### src/rtl/core_pkg.sv
// rtl/core_pkg.sv - shared core constants and the IF/ID pipeline record
// Contents:
//   PC_W       program counter width in bits
//   NOP_INSTR  encoding of addi x0,x0,0, used for pipeline bubbles
//   if_id_t    IF/ID register record {valid, pc, pc4, instr}, also used by decode
package core_pkg;

  localparam int unsigned PC_W = 32;
  localparam logic [31:0] NOP_INSTR = 32'h0000_0013;

  typedef struct packed {
    logic            valid;
    logic [PC_W-1:0] pc;
    logic [PC_W-1:0] pc4;
    logic [31:0]     instr;
  } if_id_t;

endpackage

### src/rtl/pc_reg.sv
// rtl/pc_reg.sv - program counter register with reset/redirect/stall/increment priority
// Ports:
//   SYS_clk         clock, rising edge
//   SYS_reset       synchronous active-high reset, loads RESET_PC
//   stall           hold the PC
//   redirect_valid  load redirect_pc with low bits cleared (overrides stall)
//   redirect_pc     byte target address
//   pc              current byte PC, low two bits always zero
module pc_reg
  import core_pkg::*;
#(
  parameter logic [PC_W-1:0] RESET_PC = 32'h0000_0000
) (
  input  logic            SYS_clk,
  input  logic            SYS_reset,
  input  logic            stall,
  input  logic            redirect_valid,
  input  logic [PC_W-1:0] redirect_pc,
  output logic [PC_W-1:0] pc
);

  always_ff @(posedge SYS_clk) begin
    if (SYS_reset) begin
      pc <= RESET_PC;
    end else if (redirect_valid) begin
      // Instructions are word aligned; drop any stray byte offset.
      pc <= redirect_pc & ~32'h3;
    end else if (!stall) begin
      // Natural 32-bit wrap from 0xFFFF_FFFC to 0.
      pc <= pc + 32'd4;
    end
  end

endmodule

### src/rtl/fetch_stage.sv
// rtl/fetch_stage.sv - instruction fetch stage: PC, imem addressing and IF/ID register
// Optional feature macro: FETCH_MISALIGN_CHECK_EN (adds the misaligned output)
// Ports:
//   SYS_clk, SYS_reset      clock and synchronous active-high reset
//   stall                   hold PC and IF/ID
//   redirect_valid/_pc      taken branch/jump; squashes the in-flight fetch
//   imem_addr               word index into instruction memory
//   imem_instr              combinational instruction word for imem_addr
//   if_id_valid/pc/pc4/instr  IF/ID register outputs to decode
//   misaligned              1-cycle pulse after a redirect with nonzero low bits
module fetch_stage
  import core_pkg::*;
#(
  parameter logic [31:0] RESET_PC  = 32'h0000_0000,
  parameter logic [31:0] NOP_INSTR = core_pkg::NOP_INSTR
) (
  input  logic        SYS_clk,
  input  logic        SYS_reset,
  input  logic        stall,
  input  logic        redirect_valid,
  input  logic [31:0] redirect_pc,
  output logic [31:0] imem_addr,
  input  logic [31:0] imem_instr,
  output logic        if_id_valid,
  output logic [31:0] if_id_pc,
  output logic [31:0] if_id_pc4,
  output logic [31:0] if_id_instr
`ifdef FETCH_MISALIGN_CHECK_EN
  ,
  output logic        misaligned
`endif
);

  logic [PC_W-1:0] pc;
  if_id_t          if_id;

  pc_reg #(
    .RESET_PC(RESET_PC)
  ) u_pc_reg (
    .SYS_clk       (SYS_clk),
    .SYS_reset     (SYS_reset),
    .stall         (stall),
    .redirect_valid(redirect_valid),
    .redirect_pc   (redirect_pc),
    .pc            (pc)
  );

  assign imem_addr = {2'b00, pc[31:2]};

  always_ff @(posedge SYS_clk) begin
    if (SYS_reset) begin
      if_id.valid <= 1'b0;
      if_id.pc    <= RESET_PC;
      if_id.pc4   <= RESET_PC + 32'd4;
      if_id.instr <= NOP_INSTR;
    end else if (redirect_valid) begin
      // Wrong-path word is dropped; pc/pc4 are left as they were.
      if_id.valid <= 1'b0;
      if_id.instr <= NOP_INSTR;
    end else if (!stall) begin
      if_id.valid <= 1'b1;
      if_id.pc    <= pc;
      if_id.pc4   <= pc + 32'd4;
      if_id.instr <= imem_instr;
    end
  end

  assign if_id_valid = if_id.valid;
  assign if_id_pc    = if_id.pc;
  assign if_id_pc4   = if_id.pc4;
  assign if_id_instr = if_id.instr;

`ifdef FETCH_MISALIGN_CHECK_EN
  always_ff @(posedge SYS_clk) begin
    if (SYS_reset) begin
      misaligned <= 1'b0;
    end else begin
      misaligned <= redirect_valid && (redirect_pc[1:0] != 2'b00);
    end
  end
`endif

endmodule
### config.mk
export PLATFORM = sky130hd
export DESIGN_NAME = fetch_stage
export DESIGN_NICKNAME = d
export VERILOG_FILES = /design/src/rtl/core_pkg.sv /design/src/rtl/pc_reg.sv /design/src/rtl/fetch_stage.sv
export SDC_FILE = /design/constraint.sdc
export NUM_CORES = 1
export LEC_CHECK = 0
export ABC_AREA = 1
export CAP_MARGIN = 20
export CORE_MARGIN = 2
export CORE_UTILIZATION = 43
export DETAILED_ROUTE_END_ITERATION = 16
export GPL_TIMING_DRIVEN = 0
export HOLD_SLACK_MARGIN = 0.15
export PLACE_DENSITY = 0.83
export SYNTH_ARGS = -nofsm -noshare
export SYNTH_HDL_FRONTEND = slang
export SYNTH_HIERARCHICAL = 1
export SYNTH_SLANG_ARGS = --single-unit
export TNS_END_PERCENT = 10
### constraint.sdc
create_clock -name SYS_clk -period 1.5 [get_ports SYS_clk]
set_input_delay 0.225 -clock SYS_clk [delete_from_list [all_inputs] [get_ports SYS_clk]]
set_output_delay 0.225 -clock SYS_clk [all_outputs]
set_load 0.05 [all_outputs]
==> results_dict.tcl <==
set metrics [dict create \
    status "finished with violations" \
    violations "setup timing" \
    register_area_um2 2590 \
    drt_iter0_drc 712 \
    rows 44 \
    grt_overflow 0 \
    synth_cell_type_count 34 \
    synthMuxAreaShare_pct 0 \
    h-tree-depth 4 \
    cts_max_path_buffers 2 \
    synth_top_family_by_area "simple AND/OR/NAND/NOR gates" \
    synthToLayoutAreaGrowth_pct 44.1 \
    fillers 1261 \
    root_buffer "clkbuf_16" \
    hold_path_class "primary input to flop" \
    critPathMaxFanout 6 \
    grt_first_pass_wirelength_um 34200 \
    drt-vias-per-instance 5.15 \
    grt_max_degree 17 \
    endpoint_kind "flop" \
    ir_drop_mv 0.800 \
    synth_seq_cells 125 \
    setup_viol 1 \
    coreArea_um2 14600 \
    num_antenna_cells 0 \
    synth-seq-area-share_pct 38.7 \
    die_area_um2 16000 \
    final_cells 1417 \
    holdBufCountCts 0 \
    p_total_uw 9200 \
    cts_buffers 17 \
    cts.sinks 125 \
    critPathLaunchType "flop" \
    ant_nets 0 \
    io_buffers 192 \
    r2r_setup_slack_ps -40 \
    crit_required_ps 1850 \
    multi_input_area_um2 3450 \
    min_period_ps 1540 \
    placed_cells_incl_taps 1377 \
    crit_start "u_pc_reg/pc[2]" \
    hold_viol 0 \
    postSynth.asyncResetShare_pct 0 \
    ios 197 \
    vias 7301 \
    synth_xor_area_share_pct 1.22 \
    gp_congestion 0.943 \
    wl_um 21900 \
    die_x_um 127 \
    drc 0 \
    dr.pass1.iters 7 \
    p_per_area_nw_per_um2 987 \
    nets 1291 \
    clk_pin_slew_ps 60 \
    critPathArrivalTime_ps 1890 \
    insertion_delay_ps 430 \
    syn_avg_cell_area_um2 6.47 \
    slew_headroom_pct 59.5 \
    min_period_over_period_pct 103 \
    cts_tree "yes" \
    cap_violations 0 \
    rsz0062_at_grt "yes" \
    crit_type "flop to flop" \
    ys.flop_type "dfxtp_1" \
    post_drt_wl_per_cell_um 15.5 \
    synth_edf_count 0 \
    first_global_vias 6693 \
    die_h_um 127 \
    start_util_pct 44.3 \
    finalClockSkew_ps 9.25 \
    synth_fa_ha_area_share_pct 0.387 \
    track_usage_pct 26.9 \
    slew_violations 0 \
    yosys.area_share.simple_pct 37.9 \
    hpwl_um 15700 \
    whs_ps 237 \
    drive_above_1_share_pct 23.2 \
    hp-start "redirect_valid" \
    synth_cells 999 \
    fin_ws_ps -39.7 \
    tightest_slew_ps 608 \
    yosysWarnings 6 \
    r2r-start "u_pc_reg/pc[2]" \
    antenna_found_initial 0 \
    syn_area_um2 6470 \
    p_leak_uw 0.00403 \
    synth-compound-area-share_pct 11.5 \
    max_freq_mhz 649 \
]
## cell type report
cell class                 instances  share of cell area, %
inverter                         114                   4.62
clock buffer                      23                   5.24
timing repair buffer             201                   19.4
clock inverter                     8                  0.900
tap                              184                   2.47
sequential                       125                   27.8
buffer                            45                   2.62
multi-input combinational        717                   37.0
## repair_timing
item	in CTS	in global routing
setup endpoints to repair	199	86
gates resized for setup	408	97
pin swaps	1	14
setup buffers	0	9
## path summary, 6_finish.rpt
path,cells after the start,to
worst max register to register,10,u_pc_reg/pc[24]
worst min-delay path,3,if_id_instr[1]
worst min register to register,2,if_id_pc4[2]
worst max-delay path,10,u_pc_reg/pc[24]
## cells by family (layout without fill, tap and decap cells)
| kind of cell | count (synthesis) | after routing |
|---|---|---|
| AND/OR/NAND/NOR | 560 | 560 |
| XOR/XNOR | 9 | 9 |
| AO/OA/AOI/OAI | 142 | 142 |
| other | 2 | 4 |
| adder cells (fa/ha/maj) | 2 | 2 |
| buffers and inverters | 159 | 391 |
| flip-flops | 125 | 125 |
## synthesized netlist by cell type (4+ instances only)
| library cell | number | area (um2) |
|---|---|---|
| a211oi_1 | 4 | 30.0 |
| clkbuf_1 | 21 | 78.8 |
| nand2_2 | 7 | 43.8 |
| o21ai_0 | 57 | 285 |
| buf_2 | 12 | 60.1 |
| nor2_2 | 11 | 68.8 |
| inv_1 | 110 | 413 |
| and2_1 | 5 | 31.3 |
| dfxtp_1 | 125 | 2500 |
| nor3_1 | 4 | 20.0 |
| nor2_4 | 11 | 124 |
| nand3_1 | 81 | 405 |
| a21oi_1 | 66 | 330 |
| nand2_4 | 6 | 67.6 |
| nand2_1 | 297 | 1110 |
| buf_4 | 10 | 75.1 |
| a31oi_1 | 8 | 50.1 |
| xnor2_1 | 5 | 43.8 |
| nor2_1 | 132 | 495 |
| xor2_1 | 4 | 35.0 |
## worst max-delay path: stages, from the launching register on
cell and delay, ps:
dfxtp_4 400, ha_4 160, nand2_4 60, nor2_4 210, buf_4 160, nand2_4 50
nor2_4 120, nand2_1 70, nand2_1 60, nand3_1 60, a21oi_1 120
## stage by stage
step / TNS, ps / setup WS (ps) / util (%) / cell area, um2
after floorplan: -354 / -71.4 / - / 6500
after global placement: -54540 / -623 / 59.3 / 8660
after detailed placement: -53160 / -599 / 59.3 / 8660
after CTS: -235 / -61.6 / 63.2 / 9230
after global routing: -1230 / -94.9 / 63.9 / 9320
final: -39.7 / -39.7 / 63.9 / 9320
## placed cells by master, fill, tap and decap left out, drive strengths merged
cell type,count
o21a,1
bufinv,1
o21ai,60
clkdlybuf4s18,2
a21oi,66
xnor2,5
ha,2
clkdlybuf4s50,63
nand3,81
clkbuf,76
nand2,310
a31oi,8
or2,1
inv,115
buf,57
o21bai,1
a211oi,4
nor2,157
nand4,1
o211ai,2
nor3,4
nand3b,1
and2,5
clkdlybuf4s15,70
clkinvlp,1
dlymetal6s2s,1
clkinv,5
conb,4
xor2,4
dfxtp,125
## routing by layer
layer | track usage, % | share of wire, % | up-vias
li1 | - | - | 3583
met2 | 43.2 | 46 | 385
met1 | 34.7 | 42 | 3279
met4 | 11.1 | 2.8 | 0
met3 | 6.75 | 9.3 | 54
met5 | 0 | 0 | -
## power breakdown
group | leakage [uW] | internal (uW) | switching (uW) | total (uW)
combinational | 0.00271 | 516 | 1050 | 1560
sequential | 0.00104 | 3460 | 204 | 3670
clock | 0.000280 | 2450 | 1520 | 3970
total | 0.00403 | 6430 | 2770 | 9200
Note: power is estimated with default switching activity, not from simulation.
